--- src/rtl/uart_rx_fifo.sv ---
// uart_rx_fifo: 16x-oversampled UART receiver (8N1, or 8E1 when UART_RX_PARITY_EN
// is defined) feeding a first-word-fall-through receive FIFO.
module uart_rx_fifo #(
    parameter int unsigned CLK_FREQ_HZ = 100_000_000,
    parameter int unsigned BAUD_RATE   = 115200,
    parameter int unsigned FIFO_DEPTH  = 4
) (
    input  logic       i_clk,
    input  logic       i_reset,
    input  logic       i_rx,
    input  logic       i_read,
    output logic [7:0] o_read_data,
    output logic       o_read_data_empty,
    output logic       o_rx_busy,
    output logic       o_frame_error,
    output logic       o_parity_error,
    output logic       o_overrun
);

    localparam int unsigned DIV   = CLK_FREQ_HZ / (BAUD_RATE * 16);
    localparam int unsigned DIV_W = (DIV > 1) ? $clog2(DIV) : 1;
    localparam int unsigned PTR_W = $clog2(FIFO_DEPTH);
    localparam int unsigned CNT_W = PTR_W + 1;

    typedef enum logic [2:0] {
        ST_IDLE      = 3'd0,
        ST_START     = 3'd1,
        ST_DATA      = 3'd2,
`ifdef UART_RX_PARITY_EN
        ST_PARITY    = 3'd3,
`endif
        ST_STOP      = 3'd4,
        ST_WAIT_HIGH = 3'd5
    } state_t;

    state_t state_q, state_d;

    logic             rx_meta, rx_sync;
    logic [DIV_W-1:0] div_q;
    logic             tick;
    logic [3:0]       sample_q;
    logic [2:0]       bit_cnt_q, bit_cnt_d;
    logic [7:0]       shift_q;
    logic             parity_bad_q, parity_bad_d;

    logic div_clr, sample_clr, shift_en, push, pop, full;
    logic frame_err_c, parity_err_c, overrun_c;

    logic [7:0]       mem [FIFO_DEPTH];
    logic [PTR_W-1:0] wr_ptr_q, rd_ptr_q, rd_ptr_d;
    logic [CNT_W-1:0] count_q, count_d;
    logic [7:0]       head_d;

    assign tick = (div_q == DIV_W'(DIV - 1));
    assign full = (count_q == CNT_W'(FIFO_DEPTH));
    assign pop  = i_read && (count_q != '0);

    // Receive FSM state register
    always_ff @(posedge i_clk) begin
        if (i_reset) state_q <= ST_IDLE;
        else         state_q <= state_d;
    end

    // Receive FSM next state and per-cycle control strobes
    always_comb begin
        state_d      = state_q;
        div_clr      = 1'b0;
        sample_clr   = 1'b0;
        shift_en     = 1'b0;
        bit_cnt_d    = bit_cnt_q;
        parity_bad_d = parity_bad_q;
        push         = 1'b0;
        frame_err_c  = 1'b0;
        parity_err_c = 1'b0;
        overrun_c    = 1'b0;
        case (state_q)
            ST_IDLE: begin
                sample_clr = 1'b1;
                if (!rx_sync) begin
                    state_d      = ST_START;
                    div_clr      = 1'b1;
                    bit_cnt_d    = 3'd0;
                    parity_bad_d = 1'b0;
                end
            end
            ST_START: begin
                if (tick && sample_q == 4'd7) begin
                    if (rx_sync) begin
                        state_d = ST_IDLE;
                    end else begin
                        state_d    = ST_DATA;
                        sample_clr = 1'b1;
                    end
                end
            end
            ST_DATA: begin
                if (tick && sample_q == 4'd15) begin
                    shift_en  = 1'b1;
                    bit_cnt_d = 3'(bit_cnt_q + 3'd1);
                    if (bit_cnt_q == 3'd7) begin
`ifdef UART_RX_PARITY_EN
                        state_d = ST_PARITY;
`else
                        state_d = ST_STOP;
`endif
                    end
                end
            end
`ifdef UART_RX_PARITY_EN
            ST_PARITY: begin
                if (tick && sample_q == 4'd15) begin
                    if (rx_sync != ^shift_q) begin
                        parity_err_c = 1'b1;
                        parity_bad_d = 1'b1;
                    end
                    state_d = ST_STOP;
                end
            end
`endif
            ST_STOP: begin
                if (tick && sample_q == 4'd15) begin
                    if (rx_sync) begin
                        if (!parity_bad_q) begin
                            if (full && !pop) overrun_c = 1'b1;
                            else              push      = 1'b1;
                        end
                        state_d = ST_IDLE;
                    end else begin
                        frame_err_c = 1'b1;
                        state_d     = ST_WAIT_HIGH;
                    end
                end
            end
            ST_WAIT_HIGH: begin
                if (rx_sync) state_d = ST_IDLE;
            end
            default: state_d = ST_IDLE;
        endcase
    end

    // Synchronizer, baud/sample counters, shift register and registered status outputs
    always_ff @(posedge i_clk) begin
        if (i_reset) begin
            rx_meta        <= 1'b1;
            rx_sync        <= 1'b1;
            div_q          <= '0;
            sample_q       <= '0;
            bit_cnt_q      <= '0;
            shift_q        <= '0;
            parity_bad_q   <= 1'b0;
            o_rx_busy      <= 1'b0;
            o_frame_error  <= 1'b0;
            o_parity_error <= 1'b0;
            o_overrun      <= 1'b0;
        end else begin
            rx_meta <= i_rx;
            rx_sync <= rx_meta;
            if (div_clr || tick) div_q <= '0;
            else                 div_q <= DIV_W'(div_q + DIV_W'(1));
            if (sample_clr) sample_q <= '0;
            else if (tick)  sample_q <= 4'(sample_q + 4'd1);
            bit_cnt_q    <= bit_cnt_d;
            parity_bad_q <= parity_bad_d;
            if (shift_en) shift_q <= {rx_sync, shift_q[7:1]};
            o_rx_busy      <= (state_d != ST_IDLE);
            o_frame_error  <= frame_err_c;
            o_parity_error <= parity_err_c;
            o_overrun      <= overrun_c;
        end
    end

    // FIFO pointer/occupancy update and next head word, honouring same-cycle push and pop
    always_comb begin
        rd_ptr_d = pop ? PTR_W'(rd_ptr_q + PTR_W'(1)) : rd_ptr_q;
        count_d  = CNT_W'(count_q + CNT_W'(push) - CNT_W'(pop));
        if (count_d == '0)                         head_d = o_read_data;
        else if (push && (wr_ptr_q == rd_ptr_d))   head_d = shift_q;
        else                                       head_d = mem[rd_ptr_d];
    end

    // FIFO storage; contents are only meaningful between the pointers
    always_ff @(posedge i_clk) begin
        if (push) mem[wr_ptr_q] <= shift_q;
    end

    // FIFO control registers and registered head/empty outputs
    always_ff @(posedge i_clk) begin
        if (i_reset) begin
            wr_ptr_q          <= '0;
            rd_ptr_q          <= '0;
            count_q           <= '0;
            o_read_data       <= 8'h00;
            o_read_data_empty <= 1'b1;
        end else begin
            if (push) wr_ptr_q <= PTR_W'(wr_ptr_q + PTR_W'(1));
            rd_ptr_q          <= rd_ptr_d;
            count_q           <= count_d;
            o_read_data       <= head_d;
            o_read_data_empty <= (count_d == '0);
        end
    end

endmodule

--- config.mk ---
export PLATFORM = sky130hd
export DESIGN_NAME = uart_rx_fifo
export DESIGN_NICKNAME = d
export VERILOG_FILES = /design/src/rtl/uart_rx_fifo.sv
export SDC_FILE = /design/constraint.sdc
export NUM_CORES = 1
export LEC_CHECK = 0
export CAP_MARGIN = 20
export CORE_ASPECT_RATIO = 1.2
export CORE_UTILIZATION = 48
export CTS_BUF_LIST = sky130_fd_sc_hd__clkbuf_4 sky130_fd_sc_hd__clkbuf_8
export CTS_CLUSTER_SIZE = 25
export DETAILED_ROUTE_END_ITERATION = 10
export GPL_TIMING_DRIVEN = 1
export PLACE_DENSITY = 0.66
export SLEW_MARGIN = 20
export SYNTH_ARGS = -nofsm -noshare
export SYNTH_HDL_FRONTEND = slang
export SYNTH_SLANG_ARGS = --single-unit
--- constraint.sdc ---
create_clock -name i_clk -period 4 [get_ports i_clk]
set_input_delay 1.2 -clock i_clk [delete_from_list [all_inputs] [get_ports i_clk]]
set_output_delay 1.2 -clock i_clk [all_outputs]
set_load 0.01 [all_outputs]
# After elaboration in Yosys (flattened, before gate mapping)
# Memory sizes are Yosys's and may differ from the RTL's. A register that Yosys moved wholly into a read port is not among the register bits.
# Index checks and enable logic that the tools add are counted.
[word_totals] reg_bits=37 ram_bits=32 output_inout_bits=13 wordCells=79 memories=1
[memory_table] memory="mem" depth=4 width=8 read_ports=1 rd_ports_with_merged_regs=1 wr=1 line_no="49" text="logic [7:0] mem [FIFO_DEPTH];"
[op_classes] n_addsub=7 eq_ne=11 mux=26 bitwise=3 reduce_logical=17
[ops] op="2-to-1 mux 3 bit" n=9
[ops] op="case mux 3 bit (5 select lines)" n=1
[ops] op="== test 3 bit, second input constant" n=4
[ops] op="2-to-1 mux 1 bit" n=12
[ops] op="adder 6 x 1 -> 6 bit, second input constant" n=1
[ops] op="== test 6 bit, second input constant" n=1
[ops] op="zero test 3 bit" n=2
[ops] op="case mux 3 bit (2 select lines)" n=1
[ops] op="nonzero test 3 bit" n=2
[ops] op="adder 2 x 1 -> 2 bit, second input constant" n=2
[ops] op="adder 4 x 1 -> 4 bit, second input constant" n=1
[ops] op="== test 4 x 3 -> 1 bit, second input constant" n=1
[ops] op="== test 4 bit, second input constant" n=1
[ops] op="logical AND 1 bit" n=4
[ops] op="2-to-1 mux 2 bit" n=2
[ops] op="!= test 2 bit, second input constant" n=2
[ops] op="OR reduction 2 bit" n=2
[ops] op="OR reduction 4 bit" n=1
[ops] op="adder 3 x 1 -> 3 bit" n=1
[ops] op="adder 3 x 1 -> 3 bit, second input constant" n=1
[ops] op="== test 3 x 1 -> 1 bit, second input constant" n=1
[ops] op="== test 3 x 2 -> 1 bit, second input constant" n=1
[ops] op="inverter 1 bit" n=3
[ops] op="AND reduction 3 bit" n=1
[ops] op="other kinds (6)" n=7

# Logic depth before layout (Yosys ltp)
# Gate-level depths: netlist (run 1).
[logic_depth] ltp_word=12 mapped_depth=14

# Worst setup path after synthesis (run 1)
# Ideal clock, no wire load.
[synth_timing] kind="input to register" from="input i_read" to="register o_read_data[6] (read register of mem)" setup_time_ps=79 arrival_ps=3471 required_ps=3921 path_slack_ps=450 stages=14 path_buffers=1 cell_sequence="o31ai_4 inv_1 clkbuf_1 ha_1 inv_1 ha_1 inv_1 fa_1 xor2_1 xnor2_1 nand3b_1 nor2_2 a221oi_1 a22oi_1"
[synth_between] elab_chain_cells=11 elab_cells_between_ends=12
[synth_rtl] element="from (decl)" line_no="11" text="input logic i_read,"
[synth_rtl] element="logical AND 1 bit *" line_no="56" text="assign pop = i_read && (count_q != '0);"
[synth_rtl] element="zero test 1 bit" line_no="124" text="if (full && !pop) overrun_c = 1'b1;"
[synth_rtl] element="logical AND 1 bit" line_no="124"
[synth_rtl] element="2-to-1 mux 1 bit" line_no="124"
[synth_rtl] element="2-to-1 mux 1 bit" line_no="122" text="if (rx_sync) begin"
[synth_rtl] element="2-to-1 mux 1 bit" line_no="121" text="if (tick && sample_q == 4'd15) begin"
[synth_rtl] element="2-to-1 mux 1 bit" line_no="76" text="case (state_q)"
[synth_rtl] element="adder 3 x 1 -> 3 bit" line_no="175" text="count_d = CNT_W'(count_q + CNT_W'(push) - CNT_W'(pop));"
[synth_rtl] element="subtractor 3 x 1 -> 3 bit" line_no="175"
[synth_rtl] element="zero test 3 bit" line_no="176" text="if (count_d == '0) head_d = o_read_data;"
[synth_rtl] element="zero test 1 bit (no line)"
[synth_rtl] element="to (decl)" line_no="12" text="output logic [7:0] o_read_data,"
# Mark *: on every way between the ends. The rest lies on a longest branch, timed or not.
# A chain may end at the register's enable or synchronous reset.

# Worst setup path in the final report (run 1)
[layout_timing] from="input i_read" to="register o_read_data[2] (read register of mem)"
[layout_between] elab_chain_cells=11 elab_cells_between_ends=12
[layout_rtl] element="logical AND 1 bit" line_no="56"
[layout_rtl] element="zero test 1 bit" line_no="124"
[layout_rtl] element="logical AND 1 bit" line_no="124"
[layout_rtl] element="2-to-1 mux 1 bit" line_no="124"
[layout_rtl] element="2-to-1 mux 1 bit" line_no="122"
[layout_rtl] element="2-to-1 mux 1 bit" line_no="121"
[layout_rtl] element="2-to-1 mux 1 bit" line_no="76"
[layout_rtl] element="net push" line_no="46" text="logic div_clr, sample_clr, shift_en, push, pop, full;"
[layout_rtl] element="adder 3 x 1 -> 3 bit" line_no="175"
[layout_rtl] element="subtractor 3 x 1 -> 3 bit" line_no="175"
[layout_rtl] element="zero test 3 bit" line_no="176"
[layout_rtl] element="zero test 1 bit (no line)"
# The timed path passes the listed nets, and every way through them passes these cells.

==> results of run 1 <==
-- layer usage --
metal / wire length [um] / track usage (%) / part of all wire [%] / vias to the layer above
met3: 148 / 4.79 / 2.2 / 6
li1: - / - / - / 1289
met1: 3060 / 23.1 / 46 / 1199
met2: 3400 / 31.9 / 51 / 26
met5: 0 / 0 / 0 / -
met4: 73 / 7.29 / 1.1 / 0
-- layout by cell type, fill, tap and decap left out, types with 2 or more instances in the layout --
master,instances
o31ai_1,7
clkdlybuf4s50_1,15
clkinv_2,3
clkinv_1,2
a31oi_1,2
nor3_1,4
nand3_1,13
a21oi_1,13
bufinv_16,2
nand2b_1,2
nand2_1,81
mux2i_1,2
nor2_1,24
edfxtp_1,32
and3_2,6
o31ai_4,2
o211ai_1,7
mux4_2,2
xor2_1,4
inv_1,9
a311o_1,6
and2_2,5
and3_1,4
or2_2,3
xnor2_1,9
nand3b_1,2
a211oi_1,8
clkbuf_8,9
dfxtp_1,45
ha_1,11
and2_1,10
nand4_1,2
buf_4,9
nor2b_1,5
clkbuf_4,2
-- cells in the mapped netlist (all sizes together) (10+ instances only) --
master / number
a21oi: 13
and2: 15
and3: 10
clkbuf: 12
dfxtp: 45
edfxtp: 32
ha: 11
nand2: 81
nand3: 13
nor2: 25
o31ai: 10
-- metrics by stage --
| step | setup slack [ns] | power, mW |
|---|---|---|
| CTS | 0.247 | 2.39 |
| finish | 0.254 | 2.36 |
| floorplan | 0.450 | 1.58 |
| global placement | -0.0113 | 1.74 |
| global route | 0.0515 | 2.52 |
| detailed placement | -0.119 | 1.76 |
-- worst max-delay path by stage --
| stage | from | cells past startpoint | endpoint |
|---|---|---|---|
| 4_1_cts | i_read | 13 | o_read_data[7] |
| 3_5_place_dp | i_read | 13 | o_read_data[7] |
| 6_report | i_read | 13 | o_read_data[2] |
| 5_1_grt | i_read | 13 | o_read_data[2] |
| 2_1_floorplan | i_read | 14 | o_read_data[6] |
| 3_3_place_gp | i_read | 13 | o_read_data[7] |
-- registers in the layout (all words and copies together) (netlist names), 2 cells and up --
name,flops
shift_q,8
state_q,3
mem,32
count_q,3
rd_ptr_q,2
wr_ptr_q,2
sample_q,4
div_q,6
bit_cnt_q,3
o_read_data,8
-- layout make-up --
class | count | area [um2]
Clock buffer | 11 | 139
Inverter | 11 | 41.3
Fill cell | 652 | 3260
Clock inverter | 5 | 75.1
Sequential cell | 77 | 1860
Multi-Input combinational cell | 255 | 1610
Timing Repair Buffer | 24 | 218
Tap cell | 90 | 113
-- critical path: cells and delay by family --
kind	cells	cell delay, ns
buffers and inverters	3	0.71
AND/OR/NAND/NOR	5	1.11
AO/OA/AOI/OAI	1	0.31
adder cells (fa/ha/maj)	2	0.37
XOR/XNOR	2	0.28
-- cell families (layout without fill, tap and decap cells) --
logic type,after synthesis,count (layout)
buffers and inverters,32,51
and+or+nand+nor,172,172
xor gates and xnor gates,13,13
DFF,77,77
muxes,4,4
other,1,1
adders and majority gates,12,12
AOI/OAI and AO/OA,53,53
-- power by group through the flow --
| stage | Combinational (mW) | Clock [mW] | Sequential (mW) |
|---|---|---|---|
| floorplan | 0.631 | 0 | 0.946 |
| global placement | 0.791 | 0 | 0.952 |
| detailed placement | 0.812 | 0 | 0.952 |
| CTS | 0.815 | 0.640 | 0.934 |
| global route | 0.901 | 0.678 | 0.943 |
| finish | 0.803 | 0.623 | 0.934 |
==> metrics list, run 1 <==
- Run status: finished, final reports clean
* Routed WL: 6690 um
- CP max FO: 8
- Critical Path Sink Type: flip-flop
- Cells after synthesis: 364
- For this run, the total global-route usage over all layers was measured as 19.1%.
- In the final routed layout, each cell accounts on average for 14.1 um.
* Ratio of total power to cell area: 582 nW/um2
- Setup violation total in the final timing report: 0
* Leakage power of the design: 1.52 nW
- Slowest stage delay, CP: 0.65 ns
* Hold Violations, Final: 0
- Maximum number of pins on one net before global-route repair: 32
- Die span in x: 81.7 um
- In this run the tool buffered the top-level ports with 15 buffer cells.
* Final worst-path cycle share: 93.6%
* Hold Path Class: flip-flop to flip-flop
- Hold path depth: 1
* Total negative slack: 0 ns
- Path type of the worst setup path: input pin to flip-flop
- In this run the clock root is driven by a clkbuf_8.
- After synthesis, flip-flops and latches occupy 50.9% of the total area.
- Worst hold slack: 0.405 ns
- The max-slew violation count came to 0.
- Antenna-violating nets left: 0
- Cells fill 55.4% of the core in the end.
- Actual slew at the worst max-slew pin: 0.778 ns
- Top cells by area in the synthesized netlist: edfxtp_1 26%, dfxtp_1 25%, nand2_1 8.3%
* Average instance area after synthesis: 10.0 um2
- The first global-routing pass estimated 11500 um of wire.
- Count of yosys warnings during synthesis: 0
- Using the TritonRoute via totals, the vias-per-cell ratio works out to 5.33.
* Global route overflow: 0
- Per report_power, the sequential group accounts for 39.6% of the total.
- Number of synthesized register bits: 77
- Net switching is 31.0% of the power.
* Flop2flop setup slack: 1.02 ns
- Starting Density: 50.0%
* DP Cell Count: 457
- The clock period could shrink to 3.75 ns.
- The signal on the critical path passes through clkdlybuf4s50_1 -> or4b_2 -> nand2_1 -> nor3_4 -> ha_1 -> inv_1 -> fa_1 -> xor2_1 -> xnor2_1 -> nand3b_1 -> and2b_2 -> clkinv_1 -> o31ai_1.
- Max-cap violations in this run came to 0.
- CTS sink cnt: 77
- Area of all placed cells without fillers: 4060 um2
- Worst max-slew margin expressed relative to the limit: 48.0%
- Synthesized-area fraction occupied by xor and xnor cells: 3.11%
- The analysis attributes to net switching a power of 732 uW.
* Inserted Diodes: 0
* Mux cell area share after synthesis: 1.78%
- Die area: 7970 um2
- In the final design database the tool counted 394 nets.
* Number of enable flip-flop cells after synthesis: 32
- Internal power: 1.63 mW
- Count of unique library cells instantiated by Yosys: 55
* Hold-fix buffers at CTS: 0
- Type of element launching the critical path: input pin
- In the final layout, the share of cells above drive strength 1 is 14.1%.
- For the worst setup path, the data required time is 4.24 ns.
- The congestion estimate from routability-driven global placement came to 0.775.
* Antenna violations before repair: 0
* Timing-limited maximum frequency: 0.267 GHz
- In the synthesized netlist the async set-or-reset flop fraction comes to 0%.
- Worst Hold Path EP: rx_sync
* Die boundary height: 97.6 um
- For this run, the number of standard cells in the final layout without fillers is 473.
- The first routing iteration left 99 violations.
- The number of global-route vias before repair came to 2473.
- Detailed-route via count: 2520
- Post-cts repair resize count: 0
* Critical register-to-register path startpoint: div_q[0]
- VDD sags by at most 0.242 mV.
- In this run, the combinational gates consume 34.0% of the power.
* Clock network power share: 26.4%
- Compared with the post-synthesis result, the final layout area differs by 10.9%.
- The clock arrives with 0.0104 ns of skew.
- DRC errors left: 0
- RSZ-0062 raised after global routing: false
- The cell area that synthesis handed to floorplanning was 3660 um2.
- Core outline area: 7320 um2
* CTS tree: yes
* Syn nets: 380
- CTS buffer count: 9
- Post-CTS repair timing setup buffer count: 0
* Clock latency on the worst-skew pair: 0.34 ns
- CTS H-tree depth: 3
- End of the worst register-to-register path: o_read_data[2]
- Counting along the longest clock path gives a buffer depth of 2.
- Area share of the leading cell type in the synthesized netlist: 26.3%
- Of the total synthesized cell area, the portion taken by full adders, half adders and majority gates is 4.31%.
- The number of cells on the worst reg-to-reg path is 13.
- The largest individual stage delay along the critical path comes from the cell or4b_2.
* Clock slew at reported path FFs: 0.07 ns
- Count of standard-cell rows: 34
- edfxtp_1 takes more of the synthesized area than any other cell.
* Placed wire-length estimate: 4530 um
* Flip-flop cell with the highest count after synthesis: dfxtp_1
- Cell area after placement: 3840 um2
- Area fraction in compound gates after synthesis: 11.3%
- At the worst endpoint, the arrival time is 3.99 ns.
- After Yosys synthesis, and, or, nand and nor cells account for 23.3% of the synthesized area.
- 17 I/O pins were placed.
- Dominant combinational cell family by area after synthesis: simple AND/OR/NAND/NOR gates
* Pre-Repair DR Iteration Count: 4
- The startpoint identified for the worst hold timing path is rx_meta.
(Power assumes the default switching activity.)
==> run 2: changes to the inputs <==
CORE_MARGIN = 4   (was default)
==> metrics list, run 2 (same netlist as run 1, synthesis figures left out) <==
- Worst hold slack: 0.423 ns (+0.0185 ns)
* Max Slew Vio Count: 0 (unchanged)
- The achievable frequency was 0.267 GHz (about the same).
- End of the worst register-to-register path: o_read_data[7]
- The minimum setup slack in the final design came to 0.255 ns (+0.00114 ns).
- Hold-fix buffers at CTS: 0 (unchanged)
- The multi-input logic area was 1610 um2 (unchanged).
- Run status: finished, final reports clean
- Hold Path Class: flip-flop to flip-flop
* Average routed wire per standard cell: 14.1 um (-0.24%)
* Critical register-to-register path startpoint: div_q[0]
- Reg with most FFs: mem
- Initial DRC count: 83 (-16%)
- Detailed-route via count: 2523 (+0.12%)
- The total of buffers placed on input and output ports is 15 (unchanged).
- The worst setup path is launched from an input pin.
- The critical path required time came to 4.26 ns (+0.02 ns).
- The overall die area is 9090 um2 (+14%).
* Critical Path Sink: o_read_data[7]
- The final setup skew came to 0.00630 ns (-0.00408 ns).
- Placed wire-length estimate: 4590 um (+1.2%)
- Setup violation total in the final timing report: 0 (unchanged)
- The data arrival time at the worst-slack endpoint is 4.00 ns (about the same).
* Final Instance Count excl. Fillers: 471 (-0.42%)
- The stage delay of the slowest cell on the critical path was 0.65 ns (about the same).
- Clock tree synthesis selected as its root buffer the cell clkbuf_8.
- The count of buffer and inverter cells on the critical path was 3 (unchanged).
* Total Routing Usage GR: 15.7% (-3.3 points)
- The number of sinks on the clock net was 77 (unchanged).
- The final design area excluding fillers came to 4020 um2 (-0.86%).
- Leaving out fill and tap cells, the most frequent cell in the layout is nand2_1.
* Antenna violations before repair: 0 (unchanged)
- The placement row count is 34 (unchanged).
* Length in cells of the worst reg-to-reg path: 13 (unchanged)
- The worst setup slack after placement was -0.123 ns (-0.00409 ns).
- The number of top-level pins came to 17 (unchanged).
- The buffer depth of the longest clock path came to 2 (unchanged).
- The library cells used most frequently in the layout, excluding fill and tap cells, are 81 x nand2_1, 45 x dfxtp_1, 32 x edfxtp_1.
* Share of final-layout standard cells stronger than drive strength 1: 13.6% (-0.45 points)
- Via density per instance: 5.36 (+0.54%)
* Dominant delay contributor by cell family on the critical path: simple AND/OR/NAND/NOR gates
* CTS H-tree depth: 3 (unchanged)
- Final critical path time including I/O delays and setup: 3.74 ns (-0.00114 ns)
- The headroom to the max-slew limit came to 51.9% (+3.8 points).
- The count of instances resized after the clock tree is built is 0 (unchanged).
- The floorplan die height came to 104 um (+6.1%).
- Clock slew at reported path FFs: 0.08 ns (about the same)
* Standard cell with the maximum stage delay on the critical path: or4b_2
* Routability Congestion: 0.750 (-3.1%)
* Post-CTS repair timing setup buffer count: 0 (unchanged)
- The total count of hold-check failures in the final report is 0 (unchanged).
- Via count of the first global-routing pass: 2444 (-1.2%)
* Worst IR drop on VDD: 0.251 mV (+3.6%)
- The maximum number of pins on one net before global-route repair came to 32 (unchanged).
- The number of logic stages on the critical path including buffering is 13 (unchanged).
* Critical Path Source: i_read
- The antenna diode count is 0 (unchanged).
* CTS buffer count: 9 (unchanged)
- The critical-path maximum fanout came to 8 (unchanged).
* Global route overflow: 0 (unchanged)
* DP Cell Count: 455 (-0.44%)
* Clock latency on the worst-skew pair: 0.34 ns (about the same)
* Cell area after placement: 3830 um2 (-0.39%)
- The number of routed nets with antenna violations is 0 (unchanged).
- Crit-path cells: clkdlybuf4s50_1 -> or4b_2 -> nand2_1 -> nor3_4 -> ha_1 -> inv_1 -> fa_1 -> xor2_1 -> xnor2_1 -> nand3b_1 -> and2b_2 -> clkinv_1 -> o31ai_1
- Path type of the worst setup path: input pin to flip-flop
- The register-to-register setup slack was 1.01 ns (about the same).
- Starting Density: 50.0% (unchanged)
- The total routed wirelength was 6640 um (-0.66%).
- The final net count was 392 (-0.51%).
* RSZ-0062 raised after global routing: false
- The number of flip-flops in the largest register is 32 (unchanged).
- Syn-to-layout area delta: 9.92%
- The register cell area after layout is 1860 um2 (unchanged).
- Ratio of total power to cell area: 576 nW/um2 (-1.1%)
- First-pass GRT wire length: 11300 um (-1.3%)
- Pre-Repair DR Iteration Count: 4 (unchanged)
- TritonCTS built the clock tree.
* Critical Path Sink Type: flip-flop
- Final worst-path cycle share: 93.6% (about the same)
* Number of filler instances in the final layout: 673 (+3.2%)
- Hold path depth: 1 (unchanged)
* Core outline area: 7320 um2 (unchanged)
* Actual slew at the worst max-slew pin: 0.721 ns (-0.0574 ns)
- Largest regs: mem (32), o_read_data (8), shift_q (8)
- The leakage power of the design was 1.49 nW (-1.5%).
- Number of maximum-capacitance constraint violations: 0 (unchanged)
- The count of unresolved DRC violations after routing was 0 (unchanged).
- Die span in x: 87.7 um (+7.3%)
==> run 2: layer usage <==
layer | wire (um) | part of all wire (%) | global-route usage, % | up-vias
li1 | - | - | - | 1284
met1 | 3040 | 46 | 20.1 | 1197
met2 | 3320 | 50 | 25.6 | 38
met3 | 246 | 3.7 | 3.57 | 4
met4 | 35 | 0.53 | 5.81 | 0
met5 | 0 | 0 | 0 | -
==> run 2: metrics by stage <==
| stage | power [mW] | utilization, % | setup TNS, ns |
|---|---|---|---|
| after floorplan | 1.58 | - | 0 |
| after global placement | 1.74 | 52.3 | -0.121 |
| after detailed placement | 1.76 | 52.3 | -0.734 |
| after CTS | 2.34 | 54.9 | 0 |
| after global routing | 2.46 | 54.9 | 0 |
| final | 2.31 | 54.9 | 0 |
==> run 2: worst min path at each step <==
stage,start,end
after global routing,rx_meta,rx_sync
after detailed placement,rx_meta,rx_sync
after global placement,rx_meta,rx_sync
final,rx_meta,rx_sync
after floorplan,rx_meta,rx_sync
after CTS,rx_meta,rx_sync
==> run 2: worst reg2reg max path, delay by kind of cell, from the launching register on <==
kind,cells,cell delay [ns]
and+or+nand+nor,5,0.97
adders and majority gates,3,0.70
DFF,1,0.37
xor gates and xnor gates,2,0.31
AOI/OAI and AO/OA,1,0.30
buffers and inverters,2,0.25
==> run 2: final cells by class <==
class	count	share of cell area (%)
multi-input combinational	255	40.0
clock buffer	10	3.27
timing repair buffer	22	5.04
tap	90	2.80
sequential	77	46.3
clock inverter	6	1.56
inverter	11	1.03
==> run 2: report_power, final <==
part	internal [mW]	total (mW)	switching, mW
clock	0.294	0.575	0.281
combinational	0.391	0.805	0.414
sequential	0.874	0.934	0.0593
==> run 3: changes to the inputs <==
CTS_CLUSTER_SIZE = 28   (was 25)
==> results of run 3 <==
The final DEF is identical to that of run 2; final timing and power are the same.
